===== src/rtl/fire_sequencer_if.sv =====
// Bundle of the requester, fire-FIFO and spike-stage signals around fire_sequencer.
// master = the sequencer side; slave = the surrounding neuron array, FIFO and synapse stage.
interface fire_sequencer_if #(
  parameter int unsigned TAGBITS = 6,
  parameter int unsigned NREQ    = 4
);
  logic [NREQ-1:0]         req_valid;
  logic [NREQ*TAGBITS-1:0] req_tag;
  logic [NREQ-1:0]         req_ready;
  logic [NREQ-1:0]         upd_done;

  logic                    fifo_enq;
  logic [TAGBITS-1:0]      fifo_in_tag;
  logic                    fifo_full;
  logic                    fifo_empty;
  logic                    fifo_deq;
  logic [TAGBITS-1:0]      fifo_out_tag;

  logic                    spk_valid;
  logic [TAGBITS-1:0]      spk_tag;
  logic                    spk_ready;

  modport master (
    input  req_valid, req_tag, upd_done, fifo_full, fifo_empty, fifo_out_tag, spk_ready,
    output req_ready, fifo_enq, fifo_in_tag, fifo_deq, spk_valid, spk_tag
  );

  modport slave (
    output req_valid, req_tag, upd_done, fifo_full, fifo_empty, fifo_out_tag, spk_ready,
    input  req_ready, fifo_enq, fifo_in_tag, fifo_deq, spk_valid, spk_tag
  );
endinterface


===== src/rtl/fire_sequencer.sv =====
// Timestep controller: round-robin collects fire tags into the fire FIFO, then drains it to the synapse stage.
// Define FIRE_SEQ_STATS_EN to build the full-stall counter; otherwise stall_cnt reads zero.
module fire_sequencer #(
  parameter int unsigned TAGBITS = 6,
  parameter int unsigned NREQ    = 4
) (
  input  logic             clk,
  input  logic             syn_reset_n,
  input  logic             epoch_start,
  output logic             epoch_done,
  fire_sequencer_if.master bus,
  output logic [TAGBITS:0] epoch_spikes,
  output logic [15:0]      stall_cnt
);
  localparam int unsigned RRW  = (NREQ > 1) ? $clog2(NREQ) : 1;
  localparam int unsigned SPKW = TAGBITS + 1;
  localparam logic [SPKW-1:0] SPK_MAX = SPKW'(1) << TAGBITS;

  typedef enum logic [1:0] {S_IDLE, S_COLLECT, S_DRAIN, S_DONE} state_t;

  state_t          state, state_next;
  logic [RRW-1:0]  rr;
  logic [RRW-1:0]  gnt_idx, hi_idx, lo_idx;
  logic            hi_hit;
  logic [NREQ-1:0] done_q;
  logic            start_acc;

  // Round-robin pick: lowest valid index at/after rr, else lowest valid index overall.
  always_comb begin
    hi_hit = 1'b0;
    hi_idx = '0;
    lo_idx = '0;
    for (int i = int'(NREQ) - 1; i >= 0; i--) begin
      if (bus.req_valid[i]) begin
        lo_idx = RRW'(i);
        if (i >= int'(rr)) begin
          hi_hit = 1'b1;
          hi_idx = RRW'(i);
        end
      end
    end
    gnt_idx = hi_hit ? hi_idx : lo_idx;
  end

  always_ff @(posedge clk) begin
    if (!syn_reset_n) state <= S_IDLE;
    else              state <= state_next;
  end

  always_comb begin
    state_next       = state;
    start_acc        = 1'b0;
    bus.req_ready    = '0;
    bus.fifo_enq     = 1'b0;
    bus.fifo_in_tag  = bus.req_tag[gnt_idx * TAGBITS +: TAGBITS];
    bus.fifo_deq     = 1'b0;
    bus.spk_valid    = 1'b0;
    bus.spk_tag      = bus.fifo_out_tag;
    case (state)
      S_IDLE: begin
        if (epoch_start) begin
          start_acc  = 1'b1;
          state_next = S_COLLECT;
        end
      end
      S_COLLECT: begin
        bus.fifo_enq  = !bus.fifo_full && (|bus.req_valid);
        bus.req_ready = bus.fifo_enq ? (NREQ'(1) << gnt_idx) : '0;
        // A done arriving this cycle counts; any outstanding request holds the epoch open.
        if ((&(done_q | bus.upd_done)) && !(|bus.req_valid)) state_next = S_DRAIN;
      end
      S_DRAIN: begin
        bus.spk_valid = !bus.fifo_empty;
        bus.fifo_deq  = bus.spk_valid && bus.spk_ready;
        if (bus.fifo_empty) state_next = S_DONE;
      end
      S_DONE:  state_next = S_IDLE;
      default: state_next = S_IDLE;
    endcase
  end

  always_ff @(posedge clk) begin
    if (!syn_reset_n) begin
      rr           <= '0;
      done_q       <= '0;
      epoch_done   <= 1'b0;
      epoch_spikes <= '0;
    end else begin
      epoch_done <= (state_next == S_DONE);
      if (start_acc) begin
        done_q       <= '0;
        epoch_spikes <= '0;
      end else if (state == S_COLLECT) begin
        done_q <= done_q | bus.upd_done;
        if (bus.fifo_enq) begin
          rr <= (gnt_idx == RRW'(NREQ - 1)) ? '0 : gnt_idx + RRW'(1);
          if (epoch_spikes != SPK_MAX) epoch_spikes <= epoch_spikes + SPKW'(1);
        end
      end
    end
  end

`ifdef FIRE_SEQ_STATS_EN
  always_ff @(posedge clk) begin
    if (!syn_reset_n || start_acc) begin
      stall_cnt <= '0;
    end else if ((state == S_COLLECT) && bus.fifo_full && (|bus.req_valid)
                 && (stall_cnt != 16'hFFFF)) begin
      stall_cnt <= stall_cnt + 16'd1;
    end
  end
`else
  assign stall_cnt = 16'h0000;
`endif

endmodule


===== src/flat_wrapper.sv =====
// flat-port wrapper written by rule: the top's interface ports become plain ports
module fire_sequencer_flat 
#(
  parameter int unsigned TAGBITS = 6,
  parameter int unsigned NREQ    = 4
)
  (clk, syn_reset_n, epoch_start, epoch_done, epoch_spikes, stall_cnt, bus_req_valid, bus_req_tag, bus_upd_done, bus_fifo_full, bus_fifo_empty, bus_fifo_out_tag, bus_spk_ready, bus_req_ready, bus_fifo_enq, bus_fifo_in_tag, bus_fifo_deq, bus_spk_valid, bus_spk_tag);
  fire_sequencer_if #(.TAGBITS(TAGBITS), .NREQ(NREQ)) bus_i ();
  input  logic clk;
  input  logic syn_reset_n;
  input  logic epoch_start;
  output logic epoch_done;
  output logic [TAGBITS:0] epoch_spikes;
  output logic [15:0] stall_cnt;
  input wire logic [$bits(bus_i.req_valid)-1:0] bus_req_valid;
  input wire logic [$bits(bus_i.req_tag)-1:0] bus_req_tag;
  input wire logic [$bits(bus_i.upd_done)-1:0] bus_upd_done;
  input wire logic [$bits(bus_i.fifo_full)-1:0] bus_fifo_full;
  input wire logic [$bits(bus_i.fifo_empty)-1:0] bus_fifo_empty;
  input wire logic [$bits(bus_i.fifo_out_tag)-1:0] bus_fifo_out_tag;
  input wire logic [$bits(bus_i.spk_ready)-1:0] bus_spk_ready;
  output wire logic [$bits(bus_i.req_ready)-1:0] bus_req_ready;
  output wire logic [$bits(bus_i.fifo_enq)-1:0] bus_fifo_enq;
  output wire logic [$bits(bus_i.fifo_in_tag)-1:0] bus_fifo_in_tag;
  output wire logic [$bits(bus_i.fifo_deq)-1:0] bus_fifo_deq;
  output wire logic [$bits(bus_i.spk_valid)-1:0] bus_spk_valid;
  output wire logic [$bits(bus_i.spk_tag)-1:0] bus_spk_tag;
  assign bus_i.req_valid = bus_req_valid;
  assign bus_i.req_tag = bus_req_tag;
  assign bus_i.upd_done = bus_upd_done;
  assign bus_i.fifo_full = bus_fifo_full;
  assign bus_i.fifo_empty = bus_fifo_empty;
  assign bus_i.fifo_out_tag = bus_fifo_out_tag;
  assign bus_i.spk_ready = bus_spk_ready;
  assign bus_req_ready = bus_i.req_ready;
  assign bus_fifo_enq = bus_i.fifo_enq;
  assign bus_fifo_in_tag = bus_i.fifo_in_tag;
  assign bus_fifo_deq = bus_i.fifo_deq;
  assign bus_spk_valid = bus_i.spk_valid;
  assign bus_spk_tag = bus_i.spk_tag;
  fire_sequencer #(.TAGBITS(TAGBITS), .NREQ(NREQ)) u_core (.clk(clk), .syn_reset_n(syn_reset_n), .epoch_start(epoch_start), .epoch_done(epoch_done), .bus(bus_i), .epoch_spikes(epoch_spikes), .stall_cnt(stall_cnt));
endmodule

===== config.mk =====
export PLATFORM = sky130hd
export DESIGN_NAME = fire_sequencer_flat
export DESIGN_NICKNAME = d
export VERILOG_FILES = /design/src/rtl/fire_sequencer_if.sv /design/src/rtl/fire_sequencer.sv /design/src/flat_wrapper.sv
export SDC_FILE = /design/constraint.sdc
export NUM_CORES = 1
export LEC_CHECK = 0
export ABC_AREA = 1
export BUFFER_PORTS_ARGS = -buffer_cell sky130_fd_sc_hd__buf_2
export CAP_MARGIN = 30
export CELL_PAD_IN_SITES_DETAIL_PLACEMENT = 0
export CELL_PAD_IN_SITES_GLOBAL_PLACEMENT = 1
export CORE_AREA = 2 2 87 64
export CTS_CLUSTER_DIAMETER = 40
export DETAILED_ROUTE_END_ITERATION = 6
export DIE_AREA = 0 0 89 66
export PLACE_DENSITY = 0.81
export SETUP_SLACK_MARGIN = 0.15
export SLEW_MARGIN = 10
export SYNTH_ARGS = -nofsm -noshare
export SYNTH_HDL_FRONTEND = slang
export SYNTH_SLANG_ARGS = --single-unit

===== constraint.sdc =====
create_clock -name clk -period 3.1 [get_ports clk]
set_clock_uncertainty 0.05 [all_clocks]
set_input_delay 0.31 -clock clk [delete_from_list [all_inputs] [get_ports clk]]
set_output_delay 0.31 -clock clk [all_outputs]
set_load 0.01 [all_outputs]

==> results.sh <==
export IMPL_grt_pass1_wl_um=5150
export IMPL_die_width_um=89
export IMPL_grt_max_degree=17
export IMPL_coreArea_um2=5060
export IMPL_fin_crit_sh_pct=74.9
export IMPL_overflow=0
export IMPL_ant_nets=0
export IMPL_fmax_mhz=431
export IMPL_fp_dieH_um=66
export IMPL_finalHoldViolations=0
export IMPL_wl_um=3460
export IMPL_stdcell_area_um2=1770
export IMPL_synth_xor_xnor_area_share_pct=2.38
export IMPL_critPathKind="register to primary output"
export IMPL_area_delta_synth_final_pct=20.2
export IMPL_maxCapViolCount=0
export IMPL_start_util_pct=29.1
export IMPL_regArea_um2=320
export IMPL_clk_pin_slew_ns=0.07
export IMPL_grt_total_usage_pct=11.0
export IMPL_holdBufCountCts=0
export IMPL_reg2reg_from="u_core.rr[1]"
export IMPL_clockRootBuffer="clkbuf_8"
export IMPL_dpl_cell_area_um2=1710
export IMPL_synth_mux_area_fraction_pct=0
export IMPL_remaining_drc_errors=0
export IMPL_seq_area_frac_synth_pct=21.8
export IMPL_start_kind="register"
export IMPL_worstPathArrival_ns=1.96
export IMPL_die_area_um2=5870
export IMPL_hpwl_um=2790
export IMPL_min_period_ns=2.32
export IMPL_fin_nets=343
export IMPL_htreeDepth=1
export IMPL_grt_pass1_vias=1171
export IMPL_drtIter0Drc=52
export IMPL_multi_input_area_um2=813
export IMPL_synth_compound_area_share_pct=9.10
export IMPL_avgRoutedWirePerCell_um=9.49
export IMPL_nFillCells=591
export IMPL_yosys_area_share_simple_pct=34.6
export IMPL_vias=1470
export IMPL_synth_area_leaders="dfxtp_1, inv_1, nand2_1"
export IMPL_crit_fanout=16
export IMPL_antenna_found_initial=0
export IMPL_cts_tree="yes"
export IMPL_synth_top_family_by_area="simple AND/OR/NAND/NOR gates"
export IMPL_cts_setup_buffers=0
export IMPL_n_antenna_cell=0
export IMPL_crit_path_end_kind="primary output"
export IMPL_setup_worst_path_start="u_core.rr[1]"
export IMPL_synth_area_per_cell_um2=6.13
export IMPL_ios=87
export IMPL_vias_per_cell=4.04
export IMPL_r2r_setup_slack_ns=1.16
export IMPL_place_congestion=0.812
export IMPL_synth_cells=240
export IMPL_yosysTopAreaCell="dfxtp_1"
export IMPL_rows=22
export IMPL_status="completed"
export IMPL_cp_required_ns=2.74
export IMPL_synth_top_cell_area_share_pct=21.8
export IMPL_synthAdderAreaFrac_pct=5.10
export IMPL_drive_gt1_share_pct=25.3
export IMPL_worstSkewPairLatency_ns=0.25
export IMPL_syn_area_um2=1470
export IMPL_cts_sinks=16
export IMPL_ys_types=27
export IMPL_clock_path_buffers=2
export IMPL_dr_pass1_iters=4
export IMPL_powerDensity_nw_per_um2=332
export IMPL_leakagePower_nw=1.01
export IMPL_portBuffers=58
export IMPL_synth_seq_cells=16
export IMPL_setup_tns_ns=0
export IMPL_yosysWarnings=0
export IMPL_cts_resized=0
export IMPL_worstHoldStart="bus_upd_done[0]"
export IMPL_finalMaxSlewViolations=0
export IMPL_rsz0062_at_grt="false"
export IMPL_setup_violations=0
export IMPL_min_delay_path_class="primary input to register"
export IMPL_cts_buffers=3
export IMPL_peakVddDrop_mv=0.138
[critical path, stage by stage, from the launching register on]
cell	delay (ns)
dfxtp_1	0.39
nand2_1	0.10
a21oi_2	0.17
nand3_2	0.28
nand2_4	0.27
inv_1	0.09
ha_1	0.18
inv_1	0.05
nor2_1	0.04
buf_2	0.14
[synthesized netlist by cell type]
| cell | number |
|---|---|
| inv_1 | 52 |
| nand2_1 | 50 |
| nor2_1 | 28 |
| nand3_1 | 26 |
| buf_4 | 23 |
| dfxtp_1 | 16 |
| a21oi_1 | 12 |
| ha_1 | 6 |
| o21ai_1 | 3 |
| xor2_1 | 3 |
| a21oi_2 | 2 |
| buf_6 | 2 |
| nand2_2 | 2 |
| o21ai_0 | 2 |
| a21oi_4 | 1 |
| a31oi_1 | 1 |
| conb_1 | 1 |
| inv_2 | 1 |
| nand2_4 | 1 |
| nand3_2 | 1 |
| nand3_4 | 1 |
| nand4_1 | 1 |
| nor2_4 | 1 |
| nor3_2 | 1 |
| nor3b_1 | 1 |
| o21a_2 | 1 |
| xnor2_1 | 1 |
[layout by cell type, fill, tap and decap left out, drive strengths merged, types with 3 or more instances in the layout]
| cell | synthesis | final |
|---|---|---|
| buf | 25 | 58 |
| o21ai | 5 | 5 |
| nand3 | 28 | 28 |
| conb | 1 | 16 |
| dfxtp | 16 | 16 |
| nor2 | 29 | 29 |
| nand2 | 53 | 53 |
| inv | 53 | 53 |
| a21oi | 15 | 15 |
| clkbuf | 0 | 4 |
| ha | 6 | 6 |
| xor2 | 3 | 3 |
[report_power, final]
part           internal (W)  total [W]  switching (W)  leakage, nW
logic             0.0000676   0.000179       0.000111        0.855
clock network      0.000113   0.000191      0.0000779       0.0288
registers          0.000212   0.000217     0.00000450        0.130
[area by class of cell]
cell class / instances / share of cell area (%)
sequential: 16 / 18.1
timing repair buffer: 58 / 16.4
inverter: 53 / 11.3
multi-input combinational: 161 / 46.0
tap: 72 / 5.10
clock buffer: 4 / 3.11
[metal layers]
layer  GRT usage [%]  vias up  share of wire, %
li1                -      788                 -
met1            15.0      645                47
met2            17.5       35                47
met5               0        -                 0
met4            2.24        0              0.41
met3            2.87        2               5.4
[flip-flops by register name (all words and copies together), names as in the netlist]
name / cells
u_core.rr: 2
u_core.done_q: 4
u_core.epoch_spikes: 7
u_core.state: 2
u_core.epoch_done: 1
[kinds of logic after synthesis]
kind of cell / count (synthesis)
DFF: 16
xor gates and xnor gates: 4
AOI/OAI and AO/OA: 22
buffers and inverters: 78
other: 1
adders and majority gates: 6
and+or+nand+nor: 113
[final timing paths]
check / cells after the start / to
hold reg to reg: 2 / u_core.done_q[0]
hold / removal: 3 / u_core.done_q[0]
setup reg to reg: 8 / u_core.rr[1]
setup / recovery: 9 / bus_req_ready[3]
[per-stage QoR]
step	std cells	utilization [%]	worst slack (ns)	hold WS [ns]	total power, W
after global placement	360	33.8	1.06	0.387	0.000401
after detailed placement	360	33.8	1.02	0.392	0.000401
after CTS	364	34.9	0.791	0.257	0.000597
after floorplan	255	-	1.46	0.380	0.000366
after global routing	364	34.9	0.597	0.269	0.000629
final	364	34.9	0.779	0.257	0.000586
No activity file was read; power rests on OpenSTA's default activity.
